$ cat src/rtl/ppu_bg_pkg.sv
// Shared background/attribute definitions: FSM states, attribute-table
// constants and the tile-to-attribute-field locator used by the read and write paths.
package ppu_bg_pkg;

  typedef enum logic [1:0] {
    IDLE,
    RD_REQ,
    RD_WAIT,
    WRITE
  } state_t;

  localparam logic [15:0] ATTR_OFFSET  = 16'h03C0;
  localparam logic [15:0] MAX_TILE_OFF = 16'h03BF;

  typedef struct packed {
    logic [15:0] attr_addr;
    logic [2:0]  shift;
    logic        in_range;
  } attr_loc_t;

  function automatic attr_loc_t attr_locate(input logic [15:0] base,
                                            input logic [15:0] tile,
                                            input logic [15:0] attr_offset);
    logic [15:0] off;
    attr_loc_t   loc;
    off = tile - base;
    // row = off[9:5], col = off[4:0]; each attribute byte covers a 4x4 tile block
    loc.attr_addr = base + attr_offset + {10'd0, off[9:7], 3'b000} + {13'd0, off[4:2]};
    loc.shift     = {off[6], off[1], 1'b0};
    loc.in_range  = (off <= MAX_TILE_OFF);
    return loc;
  endfunction

endpackage

$ cat src/rtl/attr_addr_calc.sv
// Combinational mapping from a nametable tile address to its attribute byte
// address, 2-bit field position and a legality flag.
module attr_addr_calc
  import ppu_bg_pkg::*;
#(
  parameter logic [15:0] ATTR_OFFSET = ppu_bg_pkg::ATTR_OFFSET
) (
  input  logic [15:0] base_addr,
  input  logic [15:0] tile_addr,
  output logic [15:0] attr_addr,
  output logic [2:0]  shift,
  output logic        in_range
);

  attr_loc_t loc;

  always_comb loc = attr_locate(base_addr, tile_addr, ATTR_OFFSET);

  assign attr_addr = loc.attr_addr;
  assign shift     = loc.shift;
  assign in_range  = loc.in_range;

endmodule

$ cat src/rtl/attr_rmw_writer.sv
// Stores a 2-bit palette select for one background tile by read-modify-write
// of its attribute byte, leaving the other three fields untouched.
module attr_rmw_writer
  import ppu_bg_pkg::*;
#(
  parameter int          RD_LATENCY  = 2,
  parameter logic [15:0] ATTR_OFFSET = ppu_bg_pkg::ATTR_OFFSET
) (
  input  logic        clk,
  input  logic        rst,
  input  logic        req_valid,
  output logic        req_ready,
  input  logic [15:0] req_base_addr,
  input  logic [15:0] req_tile_addr,
  input  logic [1:0]  req_palette,
  output logic [15:0] mem_addr,
  output logic        mem_rd_en,
  input  logic [7:0]  mem_rd_data,
  output logic        mem_wr_en,
  output logic [7:0]  mem_wr_data,
  output logic        done,
  output logic        err
);

  localparam logic [2:0] WAIT_LOAD = 3'(RD_LATENCY - 1);

  state_t      state, state_next;
  logic [15:0] attr_addr;
  logic [2:0]  shift;
  logic        in_range;
  logic [15:0] addr_q;
  logic [2:0]  shift_q;
  logic [1:0]  palette_q;
  logic [2:0]  wait_cnt;
  logic [7:0]  wr_data_q;
  logic        err_q;
  logic [7:0]  field_mask;
  logic [7:0]  field_val;
  logic [7:0]  merged;

  attr_addr_calc #(
    .ATTR_OFFSET(ATTR_OFFSET)
  ) u_calc (
    .base_addr(req_base_addr),
    .tile_addr(req_tile_addr),
    .attr_addr(attr_addr),
    .shift    (shift),
    .in_range (in_range)
  );

  assign field_mask = 8'h03 << shift_q;
  assign field_val  = {6'b0, palette_q} << shift_q;
  assign merged     = (mem_rd_data & ~field_mask) | field_val;

  always_ff @(posedge clk) begin
    if (rst) state <= IDLE;
    else     state <= state_next;
  end

  always_comb begin
    state_next = state;
    req_ready  = 1'b0;
    mem_rd_en  = 1'b0;
    mem_wr_en  = 1'b0;
    done       = 1'b0;
    case (state)
      IDLE: begin
        req_ready = 1'b1;
        if (req_valid && in_range) state_next = RD_REQ;
      end
      RD_REQ: begin
        mem_rd_en  = 1'b1;
        state_next = RD_WAIT;
      end
      RD_WAIT: begin
        if (wait_cnt == 3'd0) state_next = WRITE;
      end
      WRITE: begin
        mem_wr_en  = 1'b1;
        done       = 1'b1;
        state_next = IDLE;
      end
      default: state_next = IDLE;
    endcase
  end

  // Request capture, read-latency countdown and merge of the returned byte
  always_ff @(posedge clk) begin
    if (rst) begin
      addr_q    <= 16'h0000;
      shift_q   <= 3'd0;
      palette_q <= 2'd0;
      wait_cnt  <= 3'd0;
      wr_data_q <= 8'h00;
      err_q     <= 1'b0;
    end else begin
      err_q <= 1'b0;
      case (state)
        IDLE: begin
          if (req_valid) begin
            if (in_range) begin
              addr_q    <= attr_addr;
              shift_q   <= shift;
              palette_q <= req_palette;
            end else begin
              err_q <= 1'b1;
            end
          end
        end
        RD_REQ:  wait_cnt <= WAIT_LOAD;
        RD_WAIT: begin
          if (wait_cnt == 3'd0) wr_data_q <= merged;
          else                  wait_cnt  <= wait_cnt - 3'd1;
        end
        default: ;
      endcase
    end
  end

  assign mem_addr    = addr_q;
  assign mem_wr_data = wr_data_q;
  assign err         = err_q;

endmodule

$ cat config.mk
export PLATFORM = sky130hd
export DESIGN_NAME = attr_rmw_writer
export DESIGN_NICKNAME = d
export VERILOG_FILES = /design/src/rtl/ppu_bg_pkg.sv /design/src/rtl/attr_addr_calc.sv /design/src/rtl/attr_rmw_writer.sv
export SDC_FILE = /design/constraint.sdc
export NUM_CORES = 1
export LEC_CHECK = 0
export CORE_MARGIN = 3
export CORE_UTILIZATION = 55
export CTS_BUF_LIST = sky130_fd_sc_hd__clkbuf_4 sky130_fd_sc_hd__clkbuf_8
export DETAILED_ROUTE_END_ITERATION = 10
export GPL_TIMING_DRIVEN = 0
export HOLD_SLACK_MARGIN = 0.02
export PLACE_DENSITY = 0.89
export RECOVER_POWER = 50
export SLEW_MARGIN = 0
export SYNTH_ARGS = -nofsm -noshare
export SYNTH_HDL_FRONTEND = slang
export SYNTH_HIERARCHICAL = 1
export SYNTH_SLANG_ARGS = --single-unit
export TNS_END_PERCENT = 1
$ cat constraint.sdc
create_clock -name clk -period 8.6 [get_ports clk]
set_input_delay 1.72 -clock clk [delete_from_list [all_inputs] [get_ports clk]]
set_output_delay 1.72 -clock clk [all_outputs]
set_load 0.03 [all_outputs]
==> impl_metrics.tcl <==
set metrics [dict create \
    htreeDepth 2 \
    status "finished clean" \
    grt_first_pass_wirelength_um 11900 \
    dr_wl_met2_um 3630 \
    grt_max_degree 12 \
    async_flop_share 0 \
    drt-initial-drc-count 85 \
    cpPeakStageDelay_ns 0.49 \
    clock-sinks 35 \
    crit_required_ns 8.81 \
    placedCellCount 498 \
    synth-seq-area-share 0.247 \
    p_seq_frac 0.319 \
    grt_pass1_vias 2671 \
    core_area_um2 4850 \
    synth_area_per_cell_um2 7.90 \
    io-pin-count 74 \
    grt_setup_unrepaired "false" \
    hold_violations 0 \
    ys.flop_type "dfxtp_1" \
    path_depth 15 \
    n_fill_cell 349 \
    cellLeakagePower_uw 0.00156 \
    finalSetupViolations 0 \
    met1_length_um 2880 \
    start_kind "input port" \
    yosys_warnings 6 \
    reg2reg_depth 7 \
    rows 25 \
    instances_no_fill 506 \
    fmax_ghz 0.200 \
    holdWs_ns 0.453 \
    dr.max_layer_used "met4" \
    drc 0 \
    place_hpwl_um 5610 \
    finalCriticalPeriod_ns 4.99 \
    holdBufCountCts 0 \
    seqCellArea_um2 701 \
    crit_buf_inv 3 \
    p_total_uw 547 \
    p_switching_uw 181 \
    placed_cell_area_um2 3640 \
    diodes 0 \
    yosysTopAreaCellShare 0.247 \
    power_density_nw_per_um2 146 \
    dieArea_um2 6060 \
    drive_gt1_frac 0.0843 \
    start_util 0.585 \
    finalCritPeriodShare 0.580 \
    cts_tree "done" \
    post-route-cell-area_um2 3760 \
    combPwrFrac 0.403 \
    root_buffer "clkbuf_8" \
    max_slew_margin 0.642 \
    multiInputGateArea_um2 1930 \
    peakVddDrop_uv 94.2 \
    r2r_slack_ns 6.92 \
    swShare 0.331 \
    synthTopCellsByArea "dfxtp_1, ha_1, nand2_1, a21oi_1, xnor2_1" \
    timing_max_transition_violations_final 0 \
    fp.dieW_um 77.8 \
    dr_total_vias 2737 \
    synth.distinct_cells 61 \
    worstPathArrival_ns 5.20 \
    cts_made_buffers 5 \
    synth_edf_count 0 \
    track_usage 0.237 \
    hold_depth 2 \
    synthCells 359 \
    worst_pin_slew_ns 0.537 \
    syn-num-nets 436 \
    synth_top_area_cell "dfxtp_1" \
    slowest_stage "clkdlybuf4s50_1" \
    fin_skew_ns 0.00795 \
    cts_resized 0 \
    dr_wl_met3_um 344 \
    finalSetupTns_ns 0 \
    antenna_left 0 \
    hp-class "flip-flop to flip-flop" \
    cp-end-kind "flip-flop" \
    clkTransAtPathRegs_ns 0.07 \
    die_h_um 77.8 \
    antenna_found_initial 0 \
    via_per_inst 5.41 \
    area_delta_synth_final_pct 32.5 \
    nets 515 \
    path_cells "clkdlybuf4s50_1 -> ha_1 -> inv_1 -> fa_1 -> a211oi_1 -> o21bai_2 -> o221ai_2 -> a21oi_2 -> mux2_4 -> a211o_1 -> nor4_2 -> and3_1 -> buf_2 -> nand2_1 -> a21oi_1" \
    clock_path_buffers 2 \
    wl_per_cell_um 13.7 \
    syn_area_um2 2840 \
    place.gp.congestion 0.923 \
    port_buffers 72 \
    p_clk_frac 0.278 \
    insertion_delay_ns 0.29 \
    gr-total-overflow 0 \
    routed_wl_um 6920 \
    ys_ff_latch 35 \
    critPathMaxFanout 10 \
    power.internal_uw 366 \
    first_pass_iters 4 \
    drv_cap 0 \
    cpLargestDelayFamily "compound AO/OA/AOI/OAI gates" \
    worstSetupPathType "input port to flip-flop" \
    cts_setup_buffers 0 \
]
[sequential cells by signal, indices dropped and copies added (netlist names)]
| register | flops |
|---|---|
| err | 1 |
| mem_addr | 16 |
| mem_wr_data | 8 |
| wait_cnt | 3 |
| shift_q | 3 |
| state | 2 |
| palette_q | 2 |
[synth_stat cells, types with 2 or more instances]
cell type	n
nand2_1	63
a21oi_1	37
dfxtp_1	35
ha_1	30
inv_1	28
nor2_1	17
o21ai_0	17
xnor2_1	17
nor2b_1	7
xor2_1	7
clkbuf_1	6
nand3_1	6
mux2i_1	5
o211ai_1	5
a21o_1	4
a311oi_1	4
nand2b_1	4
nand3b_1	4
nor3_1	4
a21oi_2	3
and3_1	3
buf_2	3
buf_6	3
a211oi_1	2
and3b_1	2
buf_4	2
fa_1	2
mux2_4	2
nand4_1	2
nor4_1	2
o21a_1	2
or2b_1	2
[tightest hold or removal path, cell delays in order, from the launching register on]
cell and delay, ns:
dfxtp_1 0.31, nand2_1 0.05, a21oi_1 0.05
[cell type report]
class,count,share of cell area
Clock buffer,6,0.0220
Tap cell,67,0.0223
Sequential cell,35,0.186
Buffer,15,0.0266
Multi-Input combinational cell,281,0.514
Inverter,28,0.0280
Clock inverter,2,0.00932
Timing Repair Buffer,72,0.192
[layout by cell type (no fill, tap or decap), drive strengths merged, types with 2 or more instances in the layout]
master and instances:
xor2 7, fa 2, xnor2 17, mux2i 5, buf 8, a311oi 4
dlygate4sd3 26, nor4 3, nand3b 4, o221ai 2, nor2b 7, o21a 3
o21bai 2, nor3 4, a21oi 40, inv 28, a211o 2, and3b 2
ha 30, dfxtp 35, nor2 17, o22ai 2, nand2b 4, clkbuf 13
nand4 2, nand3 6, nand2 64, or2b 3, mux2 3, and3 3
a21o 4, o21ai 19, a211oi 3, o211ai 5, clkdlybuf4s50 46
[final timing paths]
| check | from | to |
|---|---|---|
| hold reg to reg | mem_addr[1] | mem_addr[1] |
| hold / removal | mem_addr[1] | mem_addr[1] |
| setup / recovery | req_base_addr[0] | mem_addr[3] |
| setup reg to reg | wait_cnt[0] | wait_cnt[0] |
[layer usage]
metal,vias to the layer above,track usage
met5,-,0
met4,0,0.0498
met3,7,0.0348
met2,72,0.461
met1,1267,0.267
li1,1391,-
[power by group through the flow]
stage	Combinational [uW]	Clock (uW)	Sequential [uW]
after floorplan	148	0	183
after global placement	212	0	178
after detailed placement	218	0	178
after CTS	220	154	175
after global routing	243	161	176
final	220	152	175
[cells by family (layout without fill, tap and decap cells)]
| kind of cell | count (synthesis) | after routing | synth area share |
|---|---|---|---|
| fa+ha+maj | 32 | 32 | 0.146 |
| xor+xnor | 24 | 24 | 0.0741 |
| other cells | 1 | 1 | 0.00132 |
| buf+inv | 43 | 123 | 0.0723 |
| flops | 35 | 35 | 0.247 |
| simple gates | 122 | 122 | 0.203 |
| compound gates | 94 | 94 | 0.224 |
| mux | 8 | 8 | 0.0322 |
[through the flow]
stage / utilization / setup slack, ns
floorplan: - / 4.26
global placement: 0.751 / 3.42
detailed placement: 0.751 / 3.35
CTS: 0.775 / 3.61
global route: 0.775 / 3.29
finish: 0.775 / 3.61
No activity file was read; power rests on OpenSTA's default activity.
